File: src/rtl/vcmd_stream_if.sv
// Host command byte stream and framebuffer pixel write port for vcmd_stream.
interface vcmd_stream_if #(
  parameter int CoordW   = 16,
  parameter int PixBytes = 1
);
  logic [7:0]            CmdIn;
  logic                  CmdValid;
  logic                  CmdReady;
  logic                  WrValid;
  logic                  WrReady;
  logic [CoordW-1:0]     WrX;
  logic [CoordW-1:0]     WrY;
  logic [8*PixBytes-1:0] WrData;

  modport master (
    output CmdIn, CmdValid, WrReady,
    input  CmdReady, WrValid, WrX, WrY, WrData
  );

  modport slave (
    input  CmdIn, CmdValid, WrReady,
    output CmdReady, WrValid, WrX, WrY, WrData
  );
endinterface

File: src/rtl/vcmd_stream.sv
// Byte-serial VGA command decoder with cursor auto-increment and pixel writes.
// Optional stall timeout enabled by defining VCMD_TIMEOUT_EN.
module vcmd_stream #(
  parameter int CoordW        = 16,
  parameter int HRes          = 640,
  parameter int VRes          = 480,
  parameter int PixBytes      = 1,
  parameter int TimeoutCycles = 65535
) (
  input  logic Clk,
  input  logic Rst,
  vcmd_stream_if.slave bus,
  output logic BufSwap,
  output logic CmdErr,
  output logic Busy
);
  localparam int DW = 8 * PixBytes;
  localparam logic [CoordW-1:0] XMax = CoordW'(HRes - 1);
  localparam logic [CoordW-1:0] YMax = CoordW'(VRes - 1);
  localparam logic [1:0] LastB = 2'(PixBytes - 1);

  typedef enum logic [2:0] {
    StIdle, StXh, StXl, StYh,
    StYl, StCnt, StPix, StWait
  } state_t;

  state_t state, stateN;

  logic [CoordW-1:0] curX, curY;
  logic [CoordW-1:0] opCoord;
  logic              hInc;
  logic [7:0]        opHi;
  logic [8:0]        remCnt;
  logic [1:0]        byteIdx;
  logic [DW-1:0]     pixData;
  logic              cmdXfer;
  logic              wrXfer;
  logic              lastByte;
  logic              tmo;

  assign bus.CmdReady = !Rst && (state != StWait);
  assign bus.WrValid  = !Rst && (state == StWait);
  assign bus.WrX      = curX;
  assign bus.WrY      = curY;
  assign bus.WrData   = pixData;
  assign Busy         = !Rst && (state != StIdle);

  assign cmdXfer  = bus.CmdValid && bus.CmdReady;
  assign wrXfer   = bus.WrValid && bus.WrReady;
  assign lastByte = byteIdx == LastB;
  assign opCoord  = CoordW'({opHi, bus.CmdIn});

`ifdef VCMD_TIMEOUT_EN
  localparam int TW = $clog2(TimeoutCycles + 1);
  logic [TW-1:0] stallCnt;
  logic          stallSt;

  assign stallSt = state inside {StXh, StXl, StYh, StYl, StCnt, StPix};
  assign tmo = stallSt && !cmdXfer &&
               (stallCnt == TW'(TimeoutCycles - 1));

  always_ff @(posedge Clk) begin
    if (Rst || cmdXfer || !stallSt || tmo)
      stallCnt <= '0;
    else
      stallCnt <= stallCnt + 1'b1;
  end
`else
  assign tmo = 1'b0;
`endif

  always_ff @(posedge Clk) begin
    if (Rst) state <= StIdle;
    else     state <= stateN;
  end

  always_comb begin
    stateN = state;
    unique case (state)
      StIdle:
        if (cmdXfer) begin
          unique case (bus.CmdIn)
            8'h20:   stateN = StXh;
            8'h30:   stateN = StYh;
            8'h41:   stateN = StPix;
            8'h43:   stateN = StCnt;
            default: stateN = StIdle;
          endcase
        end
      StXh:  if (cmdXfer) stateN = StXl;
      StXl:  if (cmdXfer) stateN = StIdle;
      StYh:  if (cmdXfer) stateN = StYl;
      StYl:  if (cmdXfer) stateN = StIdle;
      StCnt: if (cmdXfer) stateN = StPix;
      StPix: if (cmdXfer && lastByte) stateN = StWait;
      StWait:
        if (wrXfer)
          stateN = (remCnt == 9'd1) ? StIdle : StPix;
      default: stateN = StIdle;
    endcase
    if (tmo) stateN = StIdle;
  end

  always_ff @(posedge Clk) begin
    if (Rst) begin
      curX    <= '0;
      curY    <= '0;
      hInc    <= 1'b1;
      opHi    <= '0;
      remCnt  <= '0;
      byteIdx <= '0;
      pixData <= '0;
      BufSwap <= 1'b0;
      CmdErr  <= 1'b0;
    end else begin
      BufSwap <= 1'b0;
      if (cmdXfer) begin
        unique case (state)
          StIdle: begin
            byteIdx <= '0;
            unique case (bus.CmdIn)
              8'h00, 8'h20, 8'h30, 8'h43: ;
              8'h01: BufSwap <= 1'b1;
              8'h02: CmdErr  <= 1'b0;
              8'h10: hInc    <= 1'b0;
              8'h11: hInc    <= 1'b1;
              8'h12: begin
                curX <= '0;
                curY <= '0;
              end
              8'h41:   remCnt <= 9'd1;
              default: CmdErr <= 1'b1;
            endcase
          end
          StXh, StYh: opHi <= bus.CmdIn;
          StXl:
            if (opCoord > XMax) CmdErr <= 1'b1;
            else                curX   <= opCoord;
          StYl:
            if (opCoord > YMax) CmdErr <= 1'b1;
            else                curY   <= opCoord;
          StCnt: begin
            remCnt  <= (bus.CmdIn == 8'h00) ? 9'd256
                                            : {1'b0, bus.CmdIn};
            byteIdx <= '0;
          end
          StPix: begin
            pixData <= DW'({pixData, bus.CmdIn});
            byteIdx <= lastByte ? 2'd0 : byteIdx + 2'd1;
          end
          default: ;
        endcase
      end
      if (wrXfer) begin
        remCnt <= remCnt - 9'd1;
        if (hInc) begin
          if (curX == XMax) begin
            curX <= '0;
            curY <= (curY == YMax) ? '0 : curY + 1'b1;
          end else begin
            curX <= curX + 1'b1;
          end
        end
      end
      if (tmo) CmdErr <= 1'b1;
    end
  end
endmodule

File: src/flat_wrapper.sv
// flat-port wrapper written by rule: the top's interface ports become plain ports
module vcmd_stream_flat 
#(
  parameter int CoordW        = 16,
  parameter int HRes          = 640,
  parameter int VRes          = 480,
  parameter int PixBytes      = 1,
  parameter int TimeoutCycles = 65535
)
  (Clk, Rst, BufSwap, CmdErr, Busy, bus_CmdIn, bus_CmdValid, bus_WrReady, bus_CmdReady, bus_WrValid, bus_WrX, bus_WrY, bus_WrData);
  vcmd_stream_if #(.CoordW(CoordW), .PixBytes(PixBytes)) bus_i ();
  input  logic Clk;
  input  logic Rst;
  output logic BufSwap;
  output logic CmdErr;
  output logic Busy;
  input wire logic [$bits(bus_i.CmdIn)-1:0] bus_CmdIn;
  input wire logic [$bits(bus_i.CmdValid)-1:0] bus_CmdValid;
  input wire logic [$bits(bus_i.WrReady)-1:0] bus_WrReady;
  output wire logic [$bits(bus_i.CmdReady)-1:0] bus_CmdReady;
  output wire logic [$bits(bus_i.WrValid)-1:0] bus_WrValid;
  output wire logic [$bits(bus_i.WrX)-1:0] bus_WrX;
  output wire logic [$bits(bus_i.WrY)-1:0] bus_WrY;
  output wire logic [$bits(bus_i.WrData)-1:0] bus_WrData;
  assign bus_i.CmdIn = bus_CmdIn;
  assign bus_i.CmdValid = bus_CmdValid;
  assign bus_i.WrReady = bus_WrReady;
  assign bus_CmdReady = bus_i.CmdReady;
  assign bus_WrValid = bus_i.WrValid;
  assign bus_WrX = bus_i.WrX;
  assign bus_WrY = bus_i.WrY;
  assign bus_WrData = bus_i.WrData;
  vcmd_stream #(.CoordW(CoordW), .HRes(HRes), .VRes(VRes), .PixBytes(PixBytes), .TimeoutCycles(TimeoutCycles)) u_core (.Clk(Clk), .Rst(Rst), .bus(bus_i), .BufSwap(BufSwap), .CmdErr(CmdErr), .Busy(Busy));
endmodule
File: config.mk
export PLATFORM = sky130hd
export DESIGN_NAME = vcmd_stream_flat
export DESIGN_NICKNAME = d
export VERILOG_FILES = /design/src/rtl/vcmd_stream_if.sv /design/src/rtl/vcmd_stream.sv /design/src/flat_wrapper.sv
export SDC_FILE = /design/constraint.sdc
export NUM_CORES = 1
export LEC_CHECK = 0
export ABC_AREA = 1
export CORE_UTILIZATION = 45
export DETAILED_ROUTE_END_ITERATION = 10
export PLACE_DENSITY = 0.79
export RECOVER_POWER = 25
export SYNTH_ARGS = -nofsm -noshare
export SYNTH_HDL_FRONTEND = slang
export SYNTH_SLANG_ARGS = --single-unit
export TNS_END_PERCENT = 5
File: constraint.sdc
create_clock -name Clk -period 4.05 [get_ports Clk]
set_clock_uncertainty 0.2 [all_clocks]
set_input_delay 0.405 -clock Clk [delete_from_list [all_inputs] [get_ports Clk]]
set_output_delay 0.405 -clock Clk [all_outputs]
set_load 0.1 [all_outputs]
==> impl_metrics.env, run 1 <==
export IMPL_n_fill_cell=962
export IMPL_crit_type="input pin to flop"
export IMPL_clock_latency_ns=0.35
export IMPL_synth_flop_cell="dfxtp_1"
export IMPL_final_min_clock_period_ns=3.20
export IMPL_post_place_ws_ns=1.08
export IMPL_ys_types=38
export IMPL_initial_utilization=0.471
export IMPL_synth_top_area_frac=0.295
export IMPL_num_antenna_cells=0
export IMPL_finalHoldWorstSlack_ns=0.275
export IMPL_gp_congestion=0.956
export IMPL_grt_start_max_net_pins=38
export IMPL_maxCapViolations=0
export IMPL_dp_hpwl_um=9500
export IMPL_ios=57
export IMPL_hp_class="flop to flop"
export IMPL_synth_seq_cells=65
export IMPL_r2r_cells=10
export IMPL_critPathSlowestCell="clkbuf_1"
export IMPL_timing_fmax_mhz=312
export IMPL_final_common_cell="nand2_1"
export IMPL_htreeDepth=3
export IMPL_min_period_over_period=0.791
export IMPL_firstDrtPassIters=5
export IMPL_netlist_instances=730
export IMPL_track_usage=0.278
export IMPL_critical_path_top_delay_family="buffers and inverters"
export IMPL_overflow=0
export IMPL_die_y_um=101
export IMPL_syn_avg_cell_area_um2=6.05
export IMPL_rows=35
export IMPL_antenna_found_initial=0
export IMPL_wire_per_inst_um=14.5
export IMPL_startpoint="Rst"
export IMPL_synth_area_leaders="dfxtp_1 (29%), nand2_1 (15%), nor2_1 (9.0%)"
export IMPL_holdPathStages=2
export IMPL_ys_seq_area_frac=0.295
export IMPL_cts_inserted_buffers=9
export IMPL_crit_path_end_kind="flop"
export IMPL_cp_max_fo=18
export IMPL_peakVddDrop_mv=0.136
export IMPL_synth_edf_count=0
export IMPL_finalSetupViolations=0
export IMPL_dpl_cell_area_um2=5050
export IMPL_portBuffers=56
export IMPL_drc_errors=0
export IMPL_final_area_um2=5170
export IMPL_worst_slew_pin_slew_ns=1.16
export IMPL_vias=5009
export IMPL_cts_root_buf="clkbuf_8"
export IMPL_r2r_slack_ns=1.32
export IMPL_power_density_nw_per_um2=261
export IMPL_hold_end="u_core.opHi[3]"
export IMPL_rsz0062_at_grt="no"
export IMPL_max_slew_margin_rel=0.227
export IMPL_layout_area_seq_um2=1300
export IMPL_crit_arrival_ns=3.23
export IMPL_cp_slowest_stage_delay_ns=0.77
export IMPL_critical_path_required_ns=4.08
export IMPL_fin_setup_tns_ns=0
export IMPL_fin_ws_ns=0.847
export IMPL_cts_setup_buffers=0
export IMPL_cts_sinks=65
export IMPL_final_hold_violation_count=0
export IMPL_power_leakage_nw=2.24
export IMPL_rr_startpoint="u_core.bus.WrX[0]"
export IMPL_cts_buffer_depth=2
export IMPL_grt_pass1_vias=4796
export IMPL_cts_resized=0
export IMPL_routed_wl_um=13200
export IMPL_tritoncts="done"
export IMPL_total_power_w=0.00135
export IMPL_netlist_area_um2=4410
export IMPL_drt_initial_drc_count=352
export IMPL_synthArstFlopShare=0
export IMPL_r2r_end="u_core.bus.WrX[5]"
export IMPL_clkTransAtPathRegs_ns=0.07
export IMPL_ant_nets=0
export IMPL_area_delta_synth_final_pct=17.1
export IMPL_report_final_slew_viol_count=0
export IMPL_cts_hold_buf=0
export IMPL_die_area_um2=10200
export IMPL_drive_above_1_share=0.0410
export IMPL_worstPathCellList="clkdlybuf4s50_1 > clkbuf_1 > inv_1 > nand3_1 > nor2_1 > o21ai_0 > nand2_1 > o21ai_0 > a21oi_1"
export IMPL_vias_per_cell=5.51
export IMPL_worst_setup_path_start_kind="input pin"
export IMPL_critPathMostFrequentCell="o21ai_0"
export IMPL_coreArea_um2=9370
export IMPL_fin_nets=796
export IMPL_multi_input_area_um2=2650
export IMPL_yosys_warnings=0
export IMPL_critical_path_buf_inv_count=3
export IMPL_yosys_area_top_type="dfxtp_1"
export IMPL_syn_nets=748
export IMPL_final_cell_mix="nand2_1 (180), nor2_1 (106), inv_1 (88)"
export IMPL_die_w_um=101
export IMPL_hp_start="u_core.opHi[3]"
export IMPL_grt_pass1_wl_um=22400
export IMPL_outcome="completed"
-- worst max-delay path by stage --
stage / to / slack [ns] / cells after the start
2_1_floorplan: u_core.bus.WrY[15] / 1.18 / 11
3_3_place_gp: u_core.bus.WrX[1] / 1.11 / 9
3_5_place_dp: u_core.bus.WrX[1] / 1.08 / 9
4_1_cts: bus_WrX[5] / 1.36 / 1
5_1_grt: u_core.remCnt[8] / 0.56 / 9
6_report: u_core.remCnt[8] / 0.85 / 9
-- worst reg2reg max path: stages, from the launching register on --
cell,delay [ns]
dfxtp_1,0.53
ha_1,0.28
nand3_2,0.14
inv_1,0.13
nand3_1,0.15
nor2_1,0.28
nand3_1,0.44
nand2_1,0.30
a21oi_1,0.08
nand2_1,0.08
inv_1,0.03
-- cells by family after synthesis --
kind of cell / count (synthesis) / synth area share
xor gates and xnor gates: 16 / 0.0317
adders and majority gates: 6 / 0.0170
AOI/OAI and AO/OA: 121 / 0.146
and+or+nand+nor: 411 / 0.410
buffers and inverters: 111 / 0.101
DFF: 65 / 0.295
-- metal layers --
metal,up-vias,GRT usage,share of wire
met5,-,0,0
met4,0,0.107,0.021
met3,29,0.0638,0.089
met2,258,0.445,0.46
met1,2260,0.362,0.43
li1,2462,-,-
-- synth_stat cells, types with 5 or more instances --
master / count
xor2_1: 15
nor2_1: 106
nand4_1: 13
clkbuf_1: 7
a21oi_1: 60
nor3_1: 16
dfxtp_1: 65
nand3_1: 77
inv_1: 88
buf_2: 9
ha_1: 6
nand2_1: 179
o21ai_0: 46
o211ai_1: 5
-- stage by stage --
stage / util / instances
final: 0.552 / 909
after global routing: 0.552 / 909
after CTS: 0.555 / 909
after detailed placement: 0.539 / 896
after global placement: 0.539 / 896
after floorplan: - / 730
-- state kept, by name, summed over array words and instances (netlist names) --
signal / cells
u_core.state: 3
u_core.byteIdx: 2
u_core.opHi: 8
u_core.bus.WrY: 16
u_core.hInc: 1
u_core.bus.WrData: 8
u_core.bus.WrX: 16
u_core.CmdErr: 1
u_core.BufSwap: 1
u_core.remCnt: 9
-- area by class of cell --
type | count | share of cell area
clock buffer | 12 | 0.0281
clock inverter | 1 | 0.000968
inverter | 90 | 0.0653
multi-input combinational | 554 | 0.512
sequential | 65 | 0.252
tap | 129 | 0.0312
timing repair buffer | 58 | 0.111
-- power by group --
part / internal [W] / total, W / switching (W)
clock: 0.000228 / 0.000480 / 0.000252
sequential: 0.000649 / 0.000661 / 0.0000124
combinational: 0.0000533 / 0.000207 / 0.000154
Note: power is estimated with default switching activity, not from simulation.
==> inputs of run 2 (changes only) <==
==> constraint.sdc (replaced) <==
create_clock -name Clk -period 3.3 [get_ports Clk]
set_clock_uncertainty 0.2 [all_clocks]
set_input_delay 0.33 -clock Clk [delete_from_list [all_inputs] [get_ports Clk]]
set_output_delay 0.33 -clock Clk [all_outputs]
set_load 0.1 [all_outputs]
==> impl_metrics.env, run 2 (same netlist as run 1, synthesis figures left out) <==
export IMPL_outcome="completed"
export IMPL_worst_setup_path_start_kind="flop"
export IMPL_fin_setup_tns_ns=0
export IMPL_track_usage=0.273
export IMPL_power_leakage_nw=2.20
export IMPL_wire_per_inst_um=14.4
export IMPL_min_period_over_period=0.796
export IMPL_cts_setup_buffers=0
export IMPL_die_y_um=101
export IMPL_grt_pass1_wl_um=21900
export IMPL_total_power_w=0.00183
export IMPL_cts_sinks=65
export IMPL_coreArea_um2=9370
export IMPL_cts_hold_buf=0
export IMPL_dp_hpwl_um=9690
export IMPL_vias=4993
export IMPL_finalHoldWorstSlack_ns=0.263
export IMPL_overflow=0
export IMPL_hp_class="flop to flop"
export IMPL_ios=57
export IMPL_max_slew_margin_rel=0.218
export IMPL_worst_slew_pin_slew_ns=1.18
export IMPL_crit_arrival_ns=2.67
export IMPL_antenna_found_initial=0
export IMPL_clkTransAtPathRegs_ns=0.07
export IMPL_die_area_um2=10200
export IMPL_crit_path_end_kind="flop"
export IMPL_num_antenna_cells=0
export IMPL_grt_start_max_net_pins=37
export IMPL_timing_fmax_mhz=381
export IMPL_firstDrtPassIters=8
export IMPL_cts_root_buf="clkbuf_8"
export IMPL_final_common_cell="nand2_1"
export IMPL_routed_wl_um=13200
export IMPL_layout_area_seq_um2=1300
export IMPL_final_cell_mix="nand2_1 (179), nor2_1 (106), inv_1 (88)"
export IMPL_report_final_slew_viol_count=0
export IMPL_n_fill_cell=985
export IMPL_area_delta_synth_final_pct=15.8
export IMPL_critical_path_required_ns=3.35
export IMPL_fin_nets=799
export IMPL_crit_type="flop to flop"
export IMPL_rows=35
export IMPL_initial_utilization=0.471
export IMPL_peakVddDrop_mv=0.206
export IMPL_cp_max_fo=12
export IMPL_finalSetupViolations=0
export IMPL_gp_congestion=0.999
export IMPL_final_min_clock_period_ns=2.63
export IMPL_power_density_nw_per_um2=358
export IMPL_final_hold_violation_count=0
export IMPL_vias_per_cell=5.46
export IMPL_cts_buffer_depth=2
export IMPL_tritoncts="done"
export IMPL_drt_initial_drc_count=427
export IMPL_drc_errors=0
export IMPL_ant_nets=0
export IMPL_cts_inserted_buffers=9
export IMPL_multi_input_area_um2=2670
export IMPL_drive_above_1_share=0.0586
export IMPL_cts_resized=0
export IMPL_portBuffers=56
export IMPL_grt_pass1_vias=4546
export IMPL_clock_latency_ns=0.35
export IMPL_maxCapViolations=0
export IMPL_die_w_um=101
export IMPL_htreeDepth=3
export IMPL_rsz0062_at_grt="no"
## run 2: cell types whose count changed in the layout (fill, tap and decap cells not counted), moves of 2 or more
cell / change
clkbuf_1: +23
clkdlybuf4s50_1: -17
clkinvlp_4: +2
dlygate4sd3_1: -12
bufinv_16: +2
buf_4: +7
## run 2: worst paths after layout
| kind | start | endpoint | slack [ns] | cells past startpoint |
|---|---|---|---|---|
| worst max-delay path | u_core.bus.WrX[0] | u_core.bus.WrX[5] | 0.67 | 10 |
| worst min-delay path | u_core.byteIdx[0] | u_core.byteIdx[0] | 0.26 | 2 |
| worst max register to register | u_core.bus.WrX[0] | u_core.bus.WrX[5] | 0.67 | 10 |
| worst min register to register | u_core.byteIdx[0] | u_core.byteIdx[0] | 0.26 | 2 |
## run 2: through the flow
stage               utilization  setup WS (ns)  cells  instance area, um2
floorplan                     -          0.430    730                4410
global placement          0.533          0.567    899                5000
detailed placement        0.533          0.553    899                5000
CTS                       0.556          0.689    914                5220
global route              0.546          0.409    914                5110
finish                    0.546          0.674    914                5110
## run 2: worst max-delay path, cell delays in order (launching register included)
cell,delay (ns)
dfxtp_1,0.51
ha_1,0.28
nand3_2,0.14
inv_1,0.13
nand3_1,0.13
nor2_1,0.16
nand3_1,0.45
nand2_1,0.34
a21oi_1,0.07
nand2_1,0.07
inv_1,0.03
## run 2: routing by layer
| layer | GRT usage | up-vias | wire length (um) |
|---|---|---|---|
| met2 | 0.436 | 245 | 5940 |
| li1 | - | 2477 | - |
| met3 | 0.0437 | 30 | 1100 |
| met4 | 0.101 | 0 | 215 |
| met5 | 0 | - | 0 |
| met1 | 0.368 | 2241 | 5910 |
## run 2: layout make-up
cell class,count,area share
clock inverter,5,0.0157
tap,129,0.0316
multi-input combinational,554,0.521
inverter,90,0.0661
timing repair buffer,61,0.0839
sequential,65,0.254
clock buffer,10,0.0269
## run 2: power breakdown
| group | switching (W) | internal (W) | total (W) |
|---|---|---|---|
| combinational | 0.000190 | 0.0000654 | 0.000255 |
| sequential | 0.0000155 | 0.000796 | 0.000812 |
| clock | 0.000322 | 0.000440 | 0.000762 |
==> inputs of run 3 (changes only) <==
==> constraint.sdc (replaced) <==
create_clock -name Clk -period 2.6 [get_ports Clk]
set_clock_uncertainty 0.2 [all_clocks]
set_input_delay 0.26 -clock Clk [delete_from_list [all_inputs] [get_ports Clk]]
set_output_delay 0.26 -clock Clk [all_outputs]
set_load 0.1 [all_outputs]
==> impl_metrics.env, run 3 (same netlist as run 1, synthesis figures left out) <==
export IMPL_hp_start="u_core.remCnt[4]"
export IMPL_rr_startpoint="u_core.bus.WrX[1]"
export IMPL_cts_setup_buffers=0
export IMPL_critical_path_buf_inv_count=4
export IMPL_die_w_um=101
export IMPL_cp_slowest_stage_delay_ns=0.46
export IMPL_cts_hold_buf=0
export IMPL_tritoncts="done"
export IMPL_antenna_found_initial=0
export IMPL_worst_setup_path_start_kind="flop"
export IMPL_r2r_cells=11
export IMPL_overflow=0
export IMPL_clkPwrFrac=0.422
export IMPL_critPathMostFrequentCell="inv_1"
export IMPL_critical_path_top_delay_family="buffers and inverters"
export IMPL_clkTransAtPathRegs_ns=0.09
export IMPL_grt_start_max_net_pins=24
export IMPL_grt_pass1_vias=4634
export IMPL_die_area_um2=10200
export IMPL_outcome="completed"
export IMPL_cp_max_fo=7
export IMPL_final_min_clock_period_ns=2.41
export IMPL_drc_errors=0
export IMPL_peakVddDrop_mv=0.266
export IMPL_min_period_over_period=0.927
export IMPL_clock_latency_ns=0.35
export IMPL_fin_cells=939
export IMPL_crit_path_end_kind="output port"
export IMPL_max_slew_margin_rel=0.212
export IMPL_total_power_w=0.00240
export IMPL_power_switching_share=0.305
export IMPL_finalSetupViolations=0
export IMPL_cts_resized=0
export IMPL_worstPathCellList="inv_1 > nand2_1 > inv_1 > buf_4 > nor2_1 > buf_12"
export IMPL_final_cell_mix="nand2_1 (179), nor2_1 (106), inv_1 (88)"
export IMPL_timing_fmax_mhz=415
export IMPL_critPathSlowestCell="dfxtp_1"
export IMPL_crit_type="flop to output port"
export IMPL_maxCapViolations=0
export IMPL_holdPathStages=2
export IMPL_finalHoldWorstSlack_ns=0.267
export IMPL_wire_per_inst_um=14.4
export IMPL_num_antenna_cells=0
export IMPL_cts_root_buf="clkbuf_8"
export IMPL_die_y_um=101
export IMPL_portBuffers=56
export IMPL_dp_hpwl_um=10100
export IMPL_firstDrtPassIters=5
export IMPL_routed_wl_um=13500
export IMPL_fin_ws_ns=0.189
export IMPL_ios=57
export IMPL_initial_utilization=0.471
export IMPL_final_hold_violation_count=0
export IMPL_cts_sinks=65
export IMPL_p_seq_frac=0.429
export IMPL_placedCellCount=923
export IMPL_power_switching_w=0.000732
export IMPL_critical_path_required_ns=2.14
export IMPL_coreArea_um2=9370
export IMPL_track_usage=0.282
export IMPL_cts_inserted_buffers=9
export IMPL_fin_nets=823
export IMPL_power_density_nw_per_um2=452
export IMPL_gp_congestion=0.979
export IMPL_area_delta_synth_final_pct=20.1
export IMPL_crit_arrival_ns=1.95
export IMPL_cts_buffer_depth=2
export IMPL_drive_above_1_share=0.107
export IMPL_final_common_cell="nand2_1"
export IMPL_cellInternalPower_w=0.00166
export IMPL_r2r_end="u_core.bus.WrY[5]"
export IMPL_power_leakage_nw=2.36
export IMPL_r2r_slack_ns=0.33
export IMPL_htreeDepth=3
export IMPL_hp_class="flop to flop"
export IMPL_rows=35
export IMPL_vias_per_cell=5.34
export IMPL_drt_initial_drc_count=341
export IMPL_worst_slew_pin_slew_ns=1.19
export IMPL_vias=5013
export IMPL_post_place_ws_ns=0.121
export IMPL_report_final_slew_viol_count=0
export IMPL_p_comb_frac=0.149
export IMPL_rsz0062_at_grt="no"
export IMPL_grt_pass1_wl_um=22600
export IMPL_ant_nets=0
export IMPL_hold_end="u_core.remCnt[4]"
export IMPL_final_util=0.566
## run 3: cell types whose count changed in the layout (fill, tap and decap cells not counted), sizes merged
cell / change
clkbuf: -2
clkdlybuf4s50: -14
dlygate4sd3: +1
clkinv: +1
buf: +38
inv: +2
clkinvlp: -1
## run 3: cell type report
class | instances | area (um2)
clock inverters | 7 | 103
well taps | 129 | 161
inverters | 90 | 338
clock buffers | 9 | 124
flip-flops and latches | 65 | 1300
fillers | 990 | 4070
multi-input cells | 554 | 2670
repair buffers | 85 | 606
## run 3: per-stage QoR
step | setup TNS (ns) | area (um2)
after floorplan | -0.0926 | 4420
after global placement | 0 | 5170
after detailed placement | 0 | 5170
after CTS | 0 | 5400
after global routing | 0 | 5300
final | 0 | 5300
## run 3: worst max-delay path by stage
stage,depth (start not counted),to,slack (ns),start
final,6,Busy,0.19,u_core.state[2]
after global routing,6,Busy,0.07,u_core.state[2]
after CTS,6,Busy,0.21,u_core.state[2]
after detailed placement,9,u_core.bus.WrX[9],0.12,bus_CmdIn[5]
after global placement,7,u_core.bus.WrX[13],0.17,bus_CmdIn[5]
after floorplan,10,u_core.bus.WrY[14],-0.07,u_core.bus.WrY[0]
## run 3: worst register-to-register path: stages (launching register included)
cell and delay (ns):
dfxtp_2 0.40, ha_1 0.24, nand3_2 0.14, inv_1 0.13, nand3_1 0.14, nor2_1 0.16, nand2_1 0.17, nor2_8 0.15
nor2_4 0.07, buf_4 0.19, nor2_1 0.12, a21oi_1 0.06
## run 3: per-layer routing
metal | track usage | vias to the layer above | share of wire
met5 | 0 | - | 0
met1 | 0.399 | 2293 | 0.47
met4 | 0.0736 | 0 | 0.014
li1 | - | 2513 | -
met2 | 0.446 | 191 | 0.44
met3 | 0.0395 | 16 | 0.072
## run 3: power groups by stage
stage / Sequential [W] / Combinational (W) / Clock (W)
CTS: 0.00103 / 0.000354 / 0.00101
finish: 0.00103 / 0.000357 / 0.00101
floorplan: 0.00108 / 0.000192 / 0
global route: 0.00103 / 0.000388 / 0.00107
detailed placement: 0.00105 / 0.000353 / 0
global placement: 0.00105 / 0.000350 / 0
